## config.mk

```make
export PLATFORM = sky130hd
export DESIGN_NAME = step_control_flat
export DESIGN_NICKNAME = d
export VERILOG_FILES = /design/src/rtl/step_control_if.sv /design/src/rtl/step_control.sv /design/src/flat_wrapper.sv
export SDC_FILE = /design/constraint.sdc
export NUM_CORES = 1
export LEC_CHECK = 0
export CAP_MARGIN = 10
export CORE_MARGIN = 5
export CORE_UTILIZATION = 41
export DETAILED_ROUTE_END_ITERATION = 8
export PLACE_DENSITY_LB_ADDON = 0.3
export SLEW_MARGIN = 15
export SYNTH_ARGS = -nofsm -noshare
export SYNTH_HDL_FRONTEND = slang
export SYNTH_SLANG_ARGS = --single-unit
```

## constraint.sdc

```tcl
create_clock -name CLK -period 2.1 [get_ports CLK]
set_input_delay 0.315 -clock CLK [delete_from_list [all_inputs] [get_ports CLK]]
set_output_delay 0.315 -clock CLK [all_outputs]
set_load 0.005 [all_outputs]
```

## src/rtl/step_control_if.sv

```systemverilog
// Step-counter / instruction-source / datapath bundle for step_control.
// master drives step, run and din; slave is the control unit.
interface step_control_if #(
  parameter int L_COUNT = 3,
  parameter int IR_W    = 9
);
  logic [L_COUNT-1:0] step;
  logic               run;
  logic [IR_W-1:0]    din;
  logic               step_clr;
  logic               ir_in;
  logic [7:0]         r_in;
  logic [7:0]         r_out;
  logic               a_in;
  logic               g_in;
  logic               g_out;
  logic               din_out;
  logic [1:0]         alu_op;
  logic               done;
  logic               illegal;
  logic               step_err;

  modport master (
    output step, run, din,
    input  step_clr, ir_in, r_in, r_out, a_in, g_in,
    input  g_out, din_out, alu_op, done, illegal, step_err
  );

  modport slave (
    input  step, run, din,
    output step_clr, ir_in, r_in, r_out, a_in, g_in,
    output g_out, din_out, alu_op, done, illegal, step_err
  );
endinterface

```

## src/rtl/step_control.sv

```systemverilog
// Multi-cycle processor control unit: IR latch, step decode, DONE/STEP_CLR.
// Optional step-sequence checker enabled by macro STEP_CHECK_EN.
module step_control #(
  parameter int L_COUNT  = 3,
  parameter int IR_W     = 9,
  parameter int MUL_LAST = 6
) (
  input logic          CLK,
  input logic          CLR_N,
  step_control_if.slave bus
);

  typedef enum logic {S_IDLE, S_BUSY} state_e;

  localparam logic [L_COUNT-1:0] T0  = '0;
  localparam logic [L_COUNT-1:0] T1  = L_COUNT'(1);
  localparam logic [L_COUNT-1:0] T2  = L_COUNT'(2);
  localparam logic [L_COUNT-1:0] T3  = L_COUNT'(3);
  localparam logic [L_COUNT-1:0] TML = L_COUNT'(MUL_LAST);

  state_e          state_q, state_d;
  logic [IR_W-1:0] ir_q, ir_d;
  logic [2:0]      op, rx, ry;
  logic            fin, abrt;

  assign op = ir_q[IR_W-1 -: 3];
  assign rx = ir_q[5:3];
  assign ry = ir_q[2:0];

  function automatic logic [7:0] oh(input logic [2:0] r);
    return 8'b1 << r;
  endfunction

  always_ff @(posedge CLK) begin
    if (!CLR_N) begin
      state_q <= S_IDLE;
      ir_q    <= '0;
    end else begin
      state_q <= state_d;
      ir_q    <= ir_d;
    end
  end

  always_comb begin
    state_d      = state_q;
    ir_d         = ir_q;
    fin          = 1'b0;
    abrt         = 1'b0;
    bus.step_clr = 1'b0;
    bus.ir_in    = 1'b0;
    bus.r_in     = '0;
    bus.r_out    = '0;
    bus.a_in     = 1'b0;
    bus.g_in     = 1'b0;
    bus.g_out    = 1'b0;
    bus.din_out  = 1'b0;
    bus.alu_op   = 2'b00;
    bus.illegal  = 1'b0;
    bus.done     = 1'b0;
    unique case (state_q)
      S_IDLE: begin
        if (bus.step == T0 && bus.run) begin
          bus.ir_in = 1'b1;
          ir_d      = bus.din;
          state_d   = S_BUSY;
        end else begin
          bus.step_clr = 1'b1;
        end
      end
      S_BUSY: begin
        unique case (op)
          3'b000: begin
            if (bus.step == T1) begin
              bus.r_out = oh(ry);
              bus.r_in  = oh(rx);
              fin       = 1'b1;
            end else abrt = 1'b1;
          end
          3'b001: begin
            if (bus.step == T1) begin
              bus.din_out = 1'b1;
              bus.r_in    = oh(rx);
              fin         = 1'b1;
            end else abrt = 1'b1;
          end
          3'b010, 3'b011: begin
            if (bus.step == T1) begin
              bus.r_out = oh(rx);
              bus.a_in  = 1'b1;
            end else if (bus.step == T2) begin
              bus.r_out  = oh(ry);
              bus.g_in   = 1'b1;
              bus.alu_op = {1'b0, op[0]};
            end else if (bus.step == T3) begin
              bus.g_out = 1'b1;
              bus.r_in  = oh(rx);
              fin       = 1'b1;
            end else abrt = 1'b1;
          end
          3'b100: begin
            if (bus.step == T1) begin
              bus.r_out = oh(rx);
              bus.a_in  = 1'b1;
            end else if (bus.step == T2) begin
              bus.r_out  = oh(ry);
              bus.g_in   = 1'b1;
              bus.alu_op = 2'b10;
            end else if (bus.step >= T3 && bus.step < TML) begin
              bus.alu_op = 2'b10;
            end else if (bus.step == TML) begin
              bus.g_out = 1'b1;
              bus.r_in  = oh(rx);
              fin       = 1'b1;
            end else abrt = 1'b1;
          end
          default: begin
            if (bus.step == T1) begin
              bus.illegal = 1'b1;
              fin         = 1'b1;
            end else abrt = 1'b1;
          end
        endcase
      end
      default: state_d = S_IDLE;
    endcase
    if (fin) begin
      bus.done     = 1'b1;
      bus.step_clr = 1'b1;
      state_d      = S_IDLE;
    end
    // Out-of-range step while busy: drop the instruction and resync.
    if (abrt) begin
      bus.step_clr = 1'b1;
      state_d      = S_IDLE;
    end
  end

`ifdef STEP_CHECK_EN
  logic               prev_clr_q, chk_q, err_q;
  logic [L_COUNT-1:0] prev_step_q, exp_step;

  assign exp_step = prev_clr_q ? '0 : prev_step_q + L_COUNT'(1);

  always_ff @(posedge CLK) begin
    if (!CLR_N) begin
      prev_clr_q  <= 1'b1;
      prev_step_q <= '0;
      chk_q       <= 1'b0;
      err_q       <= 1'b0;
    end else begin
      prev_clr_q  <= bus.step_clr;
      prev_step_q <= bus.step;
      chk_q       <= 1'b1;
      if (chk_q && bus.step != exp_step) err_q <= 1'b1;
    end
  end

  assign bus.step_err = err_q;
`else
  assign bus.step_err = 1'b0;
`endif

endmodule

```

## src/flat_wrapper.sv

```systemverilog
// flat-port wrapper written by rule: the top's interface ports become plain ports
module step_control_flat 
#(
  parameter int L_COUNT  = 3,
  parameter int IR_W     = 9,
  parameter int MUL_LAST = 6
)
  (CLK, CLR_N, bus_step, bus_run, bus_din, bus_step_clr, bus_ir_in, bus_r_in, bus_r_out, bus_a_in, bus_g_in, bus_g_out, bus_din_out, bus_alu_op, bus_done, bus_illegal, bus_step_err);
  step_control_if #(.L_COUNT(L_COUNT), .IR_W(IR_W)) bus_i ();
  input logic CLK;
  input logic CLR_N;
  input wire logic [$bits(bus_i.step)-1:0] bus_step;
  input wire logic [$bits(bus_i.run)-1:0] bus_run;
  input wire logic [$bits(bus_i.din)-1:0] bus_din;
  output wire logic [$bits(bus_i.step_clr)-1:0] bus_step_clr;
  output wire logic [$bits(bus_i.ir_in)-1:0] bus_ir_in;
  output wire logic [$bits(bus_i.r_in)-1:0] bus_r_in;
  output wire logic [$bits(bus_i.r_out)-1:0] bus_r_out;
  output wire logic [$bits(bus_i.a_in)-1:0] bus_a_in;
  output wire logic [$bits(bus_i.g_in)-1:0] bus_g_in;
  output wire logic [$bits(bus_i.g_out)-1:0] bus_g_out;
  output wire logic [$bits(bus_i.din_out)-1:0] bus_din_out;
  output wire logic [$bits(bus_i.alu_op)-1:0] bus_alu_op;
  output wire logic [$bits(bus_i.done)-1:0] bus_done;
  output wire logic [$bits(bus_i.illegal)-1:0] bus_illegal;
  output wire logic [$bits(bus_i.step_err)-1:0] bus_step_err;
  assign bus_i.step = bus_step;
  assign bus_i.run = bus_run;
  assign bus_i.din = bus_din;
  assign bus_step_clr = bus_i.step_clr;
  assign bus_ir_in = bus_i.ir_in;
  assign bus_r_in = bus_i.r_in;
  assign bus_r_out = bus_i.r_out;
  assign bus_a_in = bus_i.a_in;
  assign bus_g_in = bus_i.g_in;
  assign bus_g_out = bus_i.g_out;
  assign bus_din_out = bus_i.din_out;
  assign bus_alu_op = bus_i.alu_op;
  assign bus_done = bus_i.done;
  assign bus_illegal = bus_i.illegal;
  assign bus_step_err = bus_i.step_err;
  step_control #(.L_COUNT(L_COUNT), .IR_W(IR_W), .MUL_LAST(MUL_LAST)) u_core (.CLK(CLK), .CLR_N(CLR_N), .bus(bus_i));
endmodule
```

## Word level (Yosys, flattened, before mapping)

Index checks and enable logic that the tools add are counted.

| storage, ports and cells | value |
|---|---|
| flip-flop bits (word level) | 10 |
| input port bits | 15 |

| cells by class | value |
|---|---|
| bitwise logic cells | 2 |
| mux-type cells | 62 |
| reductions and logical operators | 10 |
| shifts and indexed selects | 2 |
| magnitude comparators | 2 |
| equal/unequal tests | 8 |

Operators by type and width:

| kind | number |
|---|---|
| two-way mux 8 bit | 13 |
| two-way mux 1 bit | 38 |
| case mux 8 bit (3 select lines) | 1 |
| case mux 8 bit (2 select lines) | 1 |
| << shifter 1 x 3 -> 8 bit (first input constant) | 2 |
| equality test 3 x 2 -> 1 bit (second input constant) | 4 |
| two-way mux 2 bit | 5 |
| equality test 3 x 1 -> 1 bit (second input constant) | 2 |
| equality test 3 bit (second input constant) | 2 |
| zero test 3 bit | 2 |
| case mux 1 bit (2 select lines) | 3 |
| OR reduction 3 bit | 2 |
| OR reduction 5 bit | 1 |
| case mux 2 bit (2 select lines) | 1 |
| OR reduction 2 bit | 2 |
| >= comparator 3 x 2 -> 1 bit (second input constant) | 1 |
| less-than comparator 3 bit (second input constant) | 1 |
| logical AND 1 bit | 2 |
| inverter 1 bit | 2 |
| AND reduction 2 bit | 1 |

## Depth between registers and ports, before layout

Gate-level depths: netlist of the first run.

| depth | value |
|---|---|
| depth after elaboration | 9 |
| depth in mapped cells | 6 |

## Worst setup path before layout of the first run

OpenSTA, ideal clock, no wires.

| path | value |
|---|---|
| kind | register to output |
| from | reg u_core.ir_q[8] |
| to | out bus_r_out[5] |
| stages on the path, launching flop included | 6 |
| buffers on the path | 1 |
| setup slack | 0.363 ns |
| arrival | 1.422 ns |
| cells stage by stage | dfxtp_1 -> buf_6 -> or3b_1 -> a21o_1 -> or3_1 -> o21ai_2 |

| between the ends | value |
|---|---|
| word-level cells in the longest chain between the ends | 4 |
| elaborated cells between the ends (all ways) | 7 |
| those cells by class | eq/ne: 3; mux: 2; reduce/logical: 2 |

Ends and longest elaborated chain:

| what | RTL line | RTL |
|---|---|---|
| start: declaration | step_control.sv:22 | `logic [IR_W-1:0] ir_q, ir_d;` |
| start signal: assignment | step_control.sv:40 | `ir_q <= ir_d;` |
| equality test 3 x 2 -> 1 bit / equality test 3 bit (equally long branches) | step_control.sv:71 | `unique case (op)` |
| OR reduction 3 bit (no source line) | - |  |
| case mux 8 bit (2 select lines) (*) | step_control.sv:71 |  |
| two-way mux 8 bit (*) | step_control.sv:60 | `unique case (state_q)` |
| end: declaration | flat_wrapper.sv:18 | `output wire logic [$bits(bus_i.r_out)-1:0] bus_r_out;` |

Mark *: on every way between the ends. The rest lies on a longest branch, timed or not.

## Worst setup path after layout of the first run

| path | value |
|---|---|
| from | in bus_step[2] |
| to | out bus_r_in[5] |

| between the ends | value |
|---|---|
| word-level cells in the longest chain between the ends | 7 |
| elaborated cells between the ends (all ways) | 17 |
| those cells by class | order compare: 2; eq/ne: 4; mux: 10; reduce/logical: 1 |

Ends and longest elaborated chain:

| what | RTL line | RTL |
|---|---|---|
| start: declaration | flat_wrapper.sv:12 | `input wire logic [$bits(bus_i.step)-1:0] bus_step;` |
| >= comparator 3 x 2 -> 1 bit (tied with other cells) | step_control.sv:108 | `end else if (bus.step >= T3 && bus.step < TML) begin` |
| logical AND 1 bit / two-way mux 8 bit (equally long branches) | step_control.sv:108, step_control.sv:110 |  |
| two-way mux 8 bit | step_control.sv:108 |  |
| two-way mux 8 bit | step_control.sv:104 | `end else if (bus.step == T2) begin` |
| two-way mux 8 bit | step_control.sv:101 | `if (bus.step == T1) begin` |
| case mux 8 bit (3 select lines) (*) | step_control.sv:71 |  |
| two-way mux 8 bit (*) | step_control.sv:60 |  |
| end: declaration | flat_wrapper.sv:17 | `output wire logic [$bits(bus_i.r_in)-1:0] bus_r_in;` |

Marks and branches as above.

==> results of run 1 <==
-- worst paths after layout --
path / cells past startpoint / startpoint / to / slack, ps
worst max-delay path: 9 / bus_step[2] / bus_r_in[5] / -240
worst min-delay path: 2 / u_core.ir_q[7] / u_core.ir_q[7] / 560
worst max register to register: 9 / u_core.ir_q[8] / u_core.state_q / 450
worst min register to register: 2 / u_core.ir_q[7] / u_core.ir_q[7] / 560
-- metrics by stage --
stage / std cells / hold WS, ps
floorplan: 111 / 443.2
finish: 221 / 556.1
detailed placement: 196 / 578.8
CTS: 217 / 554.8
global route: 221 / 582.2
global placement: 196 / 548.8
-- sequential cells by signal, summed over array words and instances (netlist names) --
register        flops
u_core.ir_q         9
u_core.state_q      1
-- power by group through the flow --
stage,clock network (mW),registers [mW],logic (mW)
after global routing,0.147,0.198,0.147
after floorplan,0,0.202,0.0500
final,0.126,0.197,0.141
after global placement,0,0.203,0.102
after CTS,0.133,0.198,0.119
after detailed placement,0,0.203,0.105
-- metal layers --
layer | wire (microns) | vias up
met5 | 0 | -
met4 | 147 | 0
met3 | 282 | 17
met2 | 2126 | 78
met1 | 1808 | 629
li1 | - | 571
-- worst max-delay path: cells and delay by family --
| family | cells | cell delay (ps) |
|---|---|---|
| and+or+nand+nor | 3 | 600 |
| AOI/OAI and AO/OA | 1 | 220 |
| buffers and inverters | 5 | 900 |
-- cell usage in the layout (no fill, tap or decap), drive strengths merged --
cell            n
buf            63
clkdlybuf4s50  12
nor2           12
nor2b          10
dfxtp          10
mux2i           9
dlygate4sd2     6
clkbuf          6
o22ai           5
nand2           5
inv             4
o32ai           4
or2             4
nand3           3
or3             3
nand4           3
nand2b          3
nor3b           3
nor4b           3
o21ai           2
nand3b          2
a31oi           2
clkdlybuf4s15   2
a21oi           1
a2bb2oi         1
or3b            1
or2b            1
nand4bb         1
a21o            1
nor3            1
nand4b          1
xnor2           1
a32o            1
nor4            1
and4bb          1
and2            1
xor2            1
and3            1
a2111oi         1
conb            1
-- what timing repair did --
item	CTS	global route
pin swaps	17	20
setup buffers	21	7
resized for setup	100	46
endpoints found under the setup margin	26	22
-- area by class of cell --
class                      count  area share
multi-input combinational     90      0.4495
clock buffer                   3     0.01254
tap                           28     0.01951
inverter                       4    0.009756
sequential                    10      0.1178
timing repair buffer          86      0.3909
-- cell families after synthesis --
group                  Yosys count
AO/OA/AOI/OAI                   18
XOR/XNOR                         2
buffers and inverters           11
flip-flops                      10
multiplexers                     9
other                            1
AND/OR/NAND/NOR                 60
==> summary.txt, run 1 <==
Routing
  – Drt total wl: 4365 microns
  – 1st-pass router iterations: 4
  – DRC viols: 0
  – Iter 0 DRT Violations: 62
  – Post-DRT Antenna Nets: 0
  – Via Count: 1295
  – Routed WL per cell: 19.75 microns
  – Vias/cell: 5.860

Setup path
  – CP required: 1780 ps
  – Worst-path cell chain: dlygate4sd2_1 > buf_4 > nor3b_1 > a32o_2 > nand4_1 > buf_4 > buf_6 > nor2_1 > buf_2
  – CP max stage delay: 310 ps
  – Critical path arrival: 2020 ps
  – Crit path kind: in -> out
  – Critical-path top delay cell: nor3b_1
  – Worst-path maximum fanout: 9
  – CP Launch Type: input pin
  – CP most frequent cell: buf_4
  – Worst setup EP type: output port

Placement
  – RePlAce Congestion: 0.8952
  – Port Buffers: 40
  – Cell Area, Placed: 1461 sq um
  – DP Wirelength: 2194 microns
  – Post-Place Worst Slack: -535.8 ps

Logic synthesis
  – Post-synth top area cell: dfxtp_1
  – Adder-cell area share of the yosys netlist: 0
  – Mux cell area share after synthesis: 0.1000
  – Main synth FF type: dfxtp_1
  – Cell with the most instances after synthesis: nor2_1
  – XOR/XNOR Fraction of Synth Area: 0.01944
  – Most frequent cells after synthesis: 12 x nor2_1, 10 x dfxtp_1, 10 x nor2b_1, 9 x mux2i_1
  – Syn Inst Count: 111
  – Simple-Gate Fraction of Synth Area: 0.4222
  – Largest cells by area after synthesis: dfxtp_1 22%, mux2i_1 10%, nor2b_1 6.9%, nor2_1 5.0%, o32ai_1 3.9%
  – Yosys cell types: 42
  – Synthesized cell area: 900.9 sq um
  – Asr flop ratio synth: 0
  – Synthesized area per cell: 8.116 sq um
  – Synth Net Count: 126
  – Flops & latches, synth: 10
  – Combinational family with the most area after synthesis: simple AND/OR/NAND/NOR gates
  – EDFF count, synth: 0
  – Top-area cell type share of the netlist area: 0.2222
  – Synth warnings: 0
  – Seq/Total Area, Yosys: 0.2222
  – Compound-Gate Fraction of Synth Area: 0.1542

Layout
  – Area of the multi-input gates: 807.0 sq um
  – Post-route cell area: 1795 sq um
  – P&R area growth vs syn: 99.31%
  – Final Util: 0.8358
  – FILL cells: 124
  – Share of layout cells above drive strength 1: 0.5544
  – Final #Nets: 210
  – Storage element area: 211.5 sq um
  – Diode count: 0

Global routing
  – Most used routing layer: met2
  – Initial antenna violation count: 0
  – Vias in the first global route: 1197
  – Met1 global-route usage: 0.2568
  – Routing usage on met2: 0.3581
  – Gr ovfl total: 0
  – Largest net degree at the start of global routing: 13
  – Met3 track demand over resource: 0.02299
  – Gr usage total: 0.2135
  – First-pass GRT wire length: 5533 microns

Outcome
  – Failing checks: negative setup slack
  – Outcome: finished, violations left

Power and ir drop
  – Internal power: 0.3348 mW
  – Sw power: 0.1296 mW
  – Tot Pwr: 0.4644 mW
  – Net Sw Frac: 0.2791
  – Flop pwr share: 0.425
  – Clock power frac: 0.271
  – Logic gate share of total power: 0.304
  – Leakage power: 0.7306 nW
  – Maximum VDD drop: 0.0003160 V
  – PD cells: 258.6 nW/um^2

Die
  – Die Width: 56.88 microns
  – DIE AREA: 3235 sq um
  – Core ar.: 2148 sq um
  – # rows: 17
  – Initial Util: 0.4193
  – I/O Pins: 42
  – DIE HEIGHT: 56.88 microns

Timing
  – Final hold violations: 0
  – Max Slew Vio Count: 0
  – Final TNS setup: -1883 ps
  – Final WS setup: -239.2 ps
  – Final period util: 1.114
  – Fmax: 427.5 MHz
  – Minimum clock period: 2339 ps
  – Clk_skew: 0.6704 ps
  – Final setup fails: 16
  – Unrepaired setup endpoints after global routing: yes

Clocking
  – Total clock sinks: 10
  – Clock slew at reported path FFs: 60 ps
  – CTS H-tree depth: 1
  – CTS tree: done
  – Hold Buf Count CTS: 0
  – Clock Tree Root: clkbuf_4
  – Num CTS Buffers: 3
  – Bufs on Longest Clock Path: 2
  – Clk Latency, worst-skew pair: 260 ps

Run
  – Max_cap viols: 0

Min path
  – Hold/Removal Path Class: reg -> reg
No activity file was read; power rests on OpenSTA's default activity.
==> inputs of run 2 (changes only) <==
Settings changed: SKIP_CTS_REPAIR_TIMING set to 1, SLEW_MARGIN 15 to 20.
==> summary.txt, run 2 (same netlist as run 1, synthesis figures left out) <==
Clocking
  – CTS tree: done
  – CTS H-tree depth: 1
  – Num CTS Buffers: 3
  – Clock Tree Root: clkbuf_4
  – Clock slew at reported path FFs: 60 ps
  – Bufs on Longest Clock Path: 2
  – Total clock sinks: 10
  – Clk Latency, worst-skew pair: 260 ps

Outcome
  – Failing checks: negative setup slack
  – Outcome: finished, violations left

Die
  – Initial Util: 0.4193
  – Core ar.: 2148 sq um
  – DIE HEIGHT: 56.88 microns
  – # rows: 17
  – DIE AREA: 3235 sq um
  – Die Width: 56.88 microns
  – I/O Pins: 42

Setup path
  – Worst-path cell chain: buf_6 > nor3b_2 > buf_4 > buf_6 > a32o_2 > nand4_1 > buf_4 > nor2_1 > buf_2
  – CP Launch Type: register
  – CP required: 1780 ps
  – Worst setup EP type: output port
  – Critical path's top delay family: buffers and inverters
  – Crit path kind: reg -> out
  – Worst-path maximum fanout: 7
  – RR Endpoint: u_core.ir_q[8]
  – Critical-path top delay cell: dfxtp_2
  – Critical path arrival: 1890 ps
  – RR Startpoint: u_core.state_q
  – Reg2Reg Setup Slack: 560 ps
  – Crit path buf inv count: 5
  – Critical path origin: u_core.ir_q[8]
  – CP max stage delay: 360 ps
  – Reg2reg path depth: 6

Routing
  – Via Count: 1115
  – Post-DRT Antenna Nets: 0
  – 1st-pass router iterations: 4
  – DRC viols: 0
  – Routed WL per cell: 15.24 microns
  – Iter 0 DRT Violations: 21
  – Drt total wl: 3125 microns
  – Vias/cell: 5.439

Placement
  – RePlAce Congestion: 0.8952
  – Placed Cells: 196
  – Port Buffers: 40
  – DP Wirelength: 2194 microns
  – Post-Place Worst Slack: -535.8 ps

Layout
  – Top reg by flops: u_core.ir_q
  – Final Non-Filler Cells: 205
  – Max FFs per register: 9
  – Share of layout cells above drive strength 1: 0.4181
  – Final Util: 0.7443
  – FILL cells: 170
  – Commonest cells after routing, fill and taps aside: 26 x buf_4, 14 x dlymetal6s2s_1, 12 x clkdlybuf4s50_1
  – Diode count: 0
  – Top flop regs: u_core.ir_q: 9 flops, u_core.state_q: 1 flops
  – Final #Nets: 194
  – P&R area growth vs syn: 77.50%
  – Most common cell after layout, fill and taps aside: buf_4

Min path
  – Hold/Removal Path Class: reg -> reg
  – Min-delay src: u_core.ir_q[6]
  – Sink of the worst hold path: u_core.ir_q[6]
  – Worst Hold Depth: 2

Run
  – Max_cap viols: 0

Timing
  – Final hold violations: 0
  – Final period util: 1.052
  – Max Slew Vio Count: 0
  – Final WS setup: -108.7 ps
  – Final setup fails: 3
  – Unrepaired setup endpoints after global routing: yes
  – Clk_skew: 0.2123 ps
  – Fmax: 452.8 MHz
  – Minimum clock period: 2209 ps

Power and ir drop
  – PD cells: 276.3 nW/um^2
  – Maximum VDD drop: 0.0003131 V
  – Leakage power: 0.8293 nW

Global routing
  – First-pass GRT wire length: 4388 microns
  – Gr usage total: 0.1671
  – Vias in the first global route: 980
  – Largest net degree at the start of global routing: 13
  – Initial antenna violation count: 0
  – Gr ovfl total: 0
-- run 2: worst min-delay path, cell delays in order (launching register included) --
cell and delay, ps:
dfxtp_4 360, mux2i_1 70, nor2b_1 90
-- run 2: routing by layer --
metal  up-vias  part of all wire  global-route usage
met5         -                 0                   0
met3         5             0.051            0.009195
met2        32              0.50              0.2855
li1        540                 -                   -
met1       538              0.44              0.2158
met4         0             0.013             0.06954
-- run 2: cell type report --
class | count | area, sq um | area share
Timing Repair Buffer | 70 | 605.6 | 0.3787
Inverter | 4 | 15.01 | 0.009390
Sequential cell | 10 | 206.4 | 0.1291
Tap cell | 28 | 35.03 | 0.02191
Clock buffer | 3 | 22.52 | 0.01408
Multi-Input combinational cell | 90 | 714.4 | 0.4468
-- run 2: report_power, final --
part           switching, mW  total [mW]  internal [mW]
clock                 0.0607       0.127         0.0660
combinational         0.0481       0.117         0.0684
sequential           0.00579       0.199          0.193
total                  0.115       0.442          0.327
-- run 2: worst max-delay path by stage --
stage / slack, ps / end / depth (start not counted)
4_1_cts: -540 / bus_r_out[5] / 6
2_1_floorplan: 360 / bus_r_out[5] / 5
5_1_grt: -200 / bus_r_in[5] / 9
6_report: -110 / bus_r_in[5] / 9
3_3_place_gp: -480 / bus_step_clr / 7
3_5_place_dp: -540 / bus_r_out[5] / 6
-- run 2: metrics by stage --
stage / setup TNS, ps / hold slack, ps / power (mW) / area [sq um]
floorplan: 0 / 443.2 / 0.2515 / 900.9
global placement: -10600 / 548.8 / 0.3048 / 1461
detailed placement: -12190 / 578.8 / 0.3080 / 1461
CTS: -10530 / 588.4 / 0.4369 / 1484
global route: -1146 / 599.2 / 0.4703 / 1599
finish: -238.9 / 563.2 / 0.4419 / 1599
==> edit 1: new RTL, flow settings as in run 1 <==
Build with the macro `STEP_CHECK_EN` defined.
--- a/src/rtl/step_control.sv
+++ b/src/rtl/step_control.sv
@@ -1,5 +1,7 @@
 // Multi-cycle processor control unit: IR latch, step decode, DONE/STEP_CLR.
 // Optional step-sequence checker enabled by macro STEP_CHECK_EN.
+`define STEP_CHECK_EN
+
 module step_control #(
   parameter int L_COUNT  = 3,
   parameter int IR_W     = 9,
Function: changed (Yosys sat finds a counterexample within 4 cycles, from zero or initial values).
==> edit 1 against run 1 <==
- the flow still finishes with violations (setup timing)
- largest power group unchanged
- sequential cell count grew 6
- largest cell class unchanged
- worst setup slack gained 0.080 ns
- total power grew 49%
- register-to-register slack gained 0.04 ns
- routed wire length shrank 13%
- first-iteration DRC count shrank 26%
- synthesized area grew 25%
- critical path type is now reg -> out
- final area grew 11%
==> edit 1: results <==
group,metric,value,unit
layout,largest_reg_flops,9,
timing,tightest_slew,0.469,ns
timing,worst_slack,-0.160,ns
yosys,synth_ff_type,"dfxtp_1",
grt,grt.total_usage,18.2,%
job,maxCapViolCount,0,
cts,htreeDepth,1,
placed_design,gp_congestion,0.817,
setup_path,path_max_fanout,3,
yosys,yosysSeqAreaShare,28.3,%
placed_design,io_buffers,41,
detailed_routing,firstDrtPassIters,4,
grt,first_global_vias,1265,
cts,path_clk_slew,0.09,ns
placed_design,dp_hpwl,2540,um
detailed_routing,vias_per_cell,5.38,
yosys,yosys_warnings,0,
layout,diodes,0,
layout,nets,229,
cts,clock_latency,0.29,ns
power_and_ir_drop,vdd_drop_max,0.425,mV
power_and_ir_drop,leakagePower,0.812,nW
layout,reg_top3,"u_core.ir_q x9, u_core.prev_step_q x3",
grt,grt_max_degree,19,
run_status,outcome,"finished with violations",
layout,fillers,178,
timing,fin_tns_setup,-0.927,ns
yosys,synthTopCellsByArea,"dfxtp_1, mux2i_1, nor2b_1",
yosys,yosysUniqueCellTypes,44,
timing,skew,0.00176,ns
min_path,hold_path_class,"reg -> reg",
yosys,yosys-top-cells-count,"dfxtp_1, nor2_1, nor2b_1",
run_status,violations,"setup timing",
setup_path,crit_arrival,1.94,ns
power_and_ir_drop,swShare,25.8,%
cts,clockBufferDepth,2,
cts,cts_root_buf,"clkbuf_4",
layout,final_layout_size_suffix_gt1_share,42.0,%
timing,setup_viol,10,
detailed_routing,first_iter_violations,46,
yosys,synth_nets,153,
cts,cts_buffers,3,
yosys,async_flop_share,0,%
grt,grt_pass1_wl,5940,um
grt,antenna_found_initial,0,
detailed_routing,wirelength,3820,um
placed_design,place_ws,-0.690,ns
==> edit 1: cell types whose count changed in the layout (fill, tap and decap cells not counted), moves of 5 or more <==
cell and delta:
dlygate4sd2_1 +5, buf_2 -6, dfxtp_1 +7, nand2_1 +7, buf_6 -9
==> edit 1: critical path, cell delays in order (launching register included) <==
cell      delay, ns
dfxtp_2        0.36
or3b_4         0.42
a211oi_4       0.29
o21ai_2        0.11
buf_6          0.14
o32ai_2        0.18
buf_2          0.15
==> edit 1: cell families after synthesis <==
family / after synthesis / synth area share (%)
compound gates: 25 / 17.2
xor+xnor: 5 / 3.88
fa+ha+maj: 1 / 1.11
buf+inv: 9 / 4.10
flops: 16 / 28.4
mux: 9 / 7.97
simple gates: 72 / 37.4
==> edit 1: cell type report <==
cell class | instances | area, um2 | share of cell area [%]
clock buffers | 4 | 36.3 | 1.82
inverters | 2 | 7.51 | 0.376
multi-input cells | 112 | 936 | 46.9
flip-flops and latches | 16 | 323 | 16.2
well taps | 31 | 38.8 | 1.94
repair buffers | 78 | 656 | 32.8
==> edit 1: final timing paths <==
path              cells past startpoint                  end  slack, ns           startpoint
setup reg to reg                      7       u_core.state_q       0.49       u_core.ir_q[8]
hold / removal                        2  u_core.bus.step_err       0.51  u_core.bus.step_err
setup / recovery                      6         bus_r_out[5]      -0.16       u_core.ir_q[8]
hold reg to reg                       2  u_core.bus.step_err       0.51  u_core.bus.step_err
==> edit 1: metrics by stage <==
step	hold WS (ns)	utilization [%]	area [um2]	instances
2_1_floorplan	0.343	-	1130	137
3_3_place_gp	0.474	63.2	1700	223
3_5_place_dp	0.495	63.2	1700	223
4_1_cts	0.520	72.0	1930	241
5_1_grt	0.533	74.3	2000	243
6_report	0.512	74.3	2000	243
==> edit 1: routing by layer <==
metal,routed length (um),GRT usage [%],part of all wire (%)
met5,0,0,0
met4,83,8.75,2.2
met3,124,2.70,3.3
met2,1940,30.3,51
met1,1670,22.6,44
==> edit 1: what timing repair did <==
item / CTS / global route
buffers inserted: 14 / 2
gates resized for setup: 78 / 31
pin swaps: 17 / 11
endpoints found under the setup margin: 26 / 21
hold buffers: 0 / 0
endpoints found under the hold margin: 0 / 0
==> edit 1: power by group through the flow <==
| stage | Clock [mW] | Combinational [mW] | Sequential, mW |
|---|---|---|---|
| 5_1_grt | 0.225 | 0.178 | 0.327 |
| 3_5_place_dp | 0 | 0.131 | 0.330 |
| 2_1_floorplan | 0 | 0.0658 | 0.329 |
| 4_1_cts | 0.211 | 0.157 | 0.324 |
| 3_3_place_gp | 0 | 0.127 | 0.330 |
| 6_report | 0.203 | 0.165 | 0.325 |
==> edit 2: new RTL, settings of run 1 <==
Made on the original files. `L_COUNT` is set to 3 in 3 places; all go to 6.
--- a/src/rtl/step_control_if.sv
+++ b/src/rtl/step_control_if.sv
@@ -1,7 +1,7 @@
 // Step-counter / instruction-source / datapath bundle for step_control.
 // master drives step, run and din; slave is the control unit.
 interface step_control_if #(
-  parameter int L_COUNT = 3,
+  parameter int L_COUNT = 6,
   parameter int IR_W    = 9
 );
   logic [L_COUNT-1:0] step;
--- a/src/rtl/step_control.sv
+++ b/src/rtl/step_control.sv
@@ -1,7 +1,7 @@
 // Multi-cycle processor control unit: IR latch, step decode, DONE/STEP_CLR.
 // Optional step-sequence checker enabled by macro STEP_CHECK_EN.
 module step_control #(
-  parameter int L_COUNT  = 3,
+  parameter int L_COUNT  = 6,
   parameter int IR_W     = 9,
   parameter int MUL_LAST = 6
 ) (
--- a/src/flat_wrapper.sv
+++ b/src/flat_wrapper.sv
@@ -1,7 +1,7 @@
 // flat-port wrapper written by rule: the top's interface ports become plain ports
 module step_control_flat 
 #(
-  parameter int L_COUNT  = 3,
+  parameter int L_COUNT  = 6,
   parameter int IR_W     = 9,
   parameter int MUL_LAST = 6
 )
Ports: changed (resized bus_step); port bits go from 42 to 45. The function was not compared with the original's and may differ.
==> edit 2 against run 1 <==
- the flow still finishes with violations (setup timing)
- critical path depth down 1
- routed wire length up 8.7%
- worst setup slack lost 0.15 ns
- sequential cell count is the same
- final area is 9.9% higher
- global-route usage rose by 3.6 points
- synthesized area increased by 11%
- sequential share of layout area fell by 1.4 points
- total power is 7.3% lower
==> edit 2: results <==
group,metric,value,unit
timing,skew,0.00209,ns
cts,cts_root_buf,"clkbuf_4",
grt,grt_util_met2,45.6,%
power_and_ir_drop,comb_power,0.118,mW
cts,clock_latency,0.25,ns
detailed_routing,wl_met1,1750,um
detailed_routing,firstDrtPassIters,4,
timing,setup_viol,23,
placed_design,post_dp_cell_area,0.00163,mm2
power_and_ir_drop,vdd_drop_max,0.369,mV
yosys,yosysUniqueCellTypes,45,
cts,postCtsSetupBuffers,16,
cts,htreeDepth,1,
run_status,outcome,"finished with violations",
run_status,violations,"setup timing",
layout,nets,233,
power_and_ir_drop,p_int,0.324,mW
yosys,synthMuxAreaShare,10.0,%
detailed_routing,wl_per_cell,19.7,um
detailed_routing,dr_wl_met3,369,um
power_and_ir_drop,seqPwrFrac,44.4,%
yosys,synth_nets,146,
power_and_ir_drop,total_power,0.431,mW
detailed_routing,first_iter_violations,97,
detailed_routing,routed.top_layer,"met4",
cts,cts_resized,147,
setup_path,crit_arrival,2.18,ns
yosys,yosys-top-cells-count,"nor2_1, nor2b_1, dfxtp_1, mux2i_1",
cts,path_clk_slew,0.06,ns
power_and_ir_drop,leakagePower,0.896,nW
setup_path,path_max_fanout,3,
placed_design,dp_hpwl,2680,um
detailed_routing,vias_per_cell,5.98,
grt,grt_pass1_wl,6720,um
cts,cts_buffers,3,
detailed_routing,wl_met2,2390,um
timing,worst_slack,-0.394,ns
cts,clockBufferDepth,2,
grt,grt_max_degree,11,
grt,grtUsageMet1,28.2,%
placed_design,io_buffers,43,
yosys,synth_xor_area_share,1.76,%
yosys,synth_compound_area_share,18.4,%
yosys,synthTopCellsByArea,"dfxtp_1, mux2i_1, nor2b_1",
layout,diodes,0,
grt,use_met3,1.74,%
yosys,yosysSeqAreaShare,20.1,%
layout,reg_top3,"u_core.ir_q x9, u_core.state_q x1",
grt,grt.total_usage,25.0,%
grt,first_global_vias,1434,
layout,final_layout_size_suffix_gt1_share,55.9,%
placed_design,gp_congestion,0.929,
[edit 2: cell types whose count changed in the layout (fill, tap and decap cells not counted), sizes merged, moves of 3 or more]
| cell | change |
|---|---|
| inv | +3 |
| nor3 | +4 |
| dlygate4sd2 | -4 |
| clkbuf | -3 |
| nand2 | +3 |
| buf | +12 |
| o211ai | +3 |
| or2 | -3 |
| o22ai | -3 |
[edit 2: layout make-up]
cell class              instances  area (um2)
multi-input cells             101         920
inverters                       7        26.3
repair buffers                 92         766
flip-flops and latches         10         204
well taps                      28        35.0
clock buffers                   3        22.5
fillers                       128         303
[edit 2: cell families (layout without fill, tap and decap cells)]
family,count (synthesis),in the layout
other,1,1
flip-flops,10,10
XOR/XNOR,2,2
buffers and inverters,17,102
multiplexers,10,10
AND/OR/NAND/NOR,67,67
AO/OA/AOI/OAI,21,21
[edit 2: final timing paths]
| path | endpoint | start | slack [ns] | cells past startpoint |
|---|---|---|---|---|
| worst max-delay path | bus_step_clr | bus_step[5] | -0.39 | 8 |
| worst min-delay path | u_core.ir_q[1] | u_core.ir_q[1] | 0.61 | 2 |
| worst max register to register | u_core.state_q | u_core.ir_q[6] | 0.08 | 6 |
| worst min register to register | u_core.ir_q[1] | u_core.ir_q[1] | 0.61 | 2 |
[edit 2: worst max-delay path, stage by stage]
cell	delay, ns
buf_2	0.12
buf_6	0.12
or3_4	0.37
or4_1	0.54
a211o_1	0.36
buf_6	0.15
o211ai_1	0.07
buf_2	0.14
[edit 2: through the flow]
| step | TNS, ns | setup WS, ns | std cells |
|---|---|---|---|
| floorplan | 0 | 0.0221 | 128 |
| global placement | -22.26 | -0.988 | 221 |
| detailed placement | -23.92 | -1.06 | 221 |
| CTS | -5.26 | -0.357 | 240 |
| global route | -6.82 | -0.433 | 241 |
| finish | -5.48 | -0.394 | 241 |
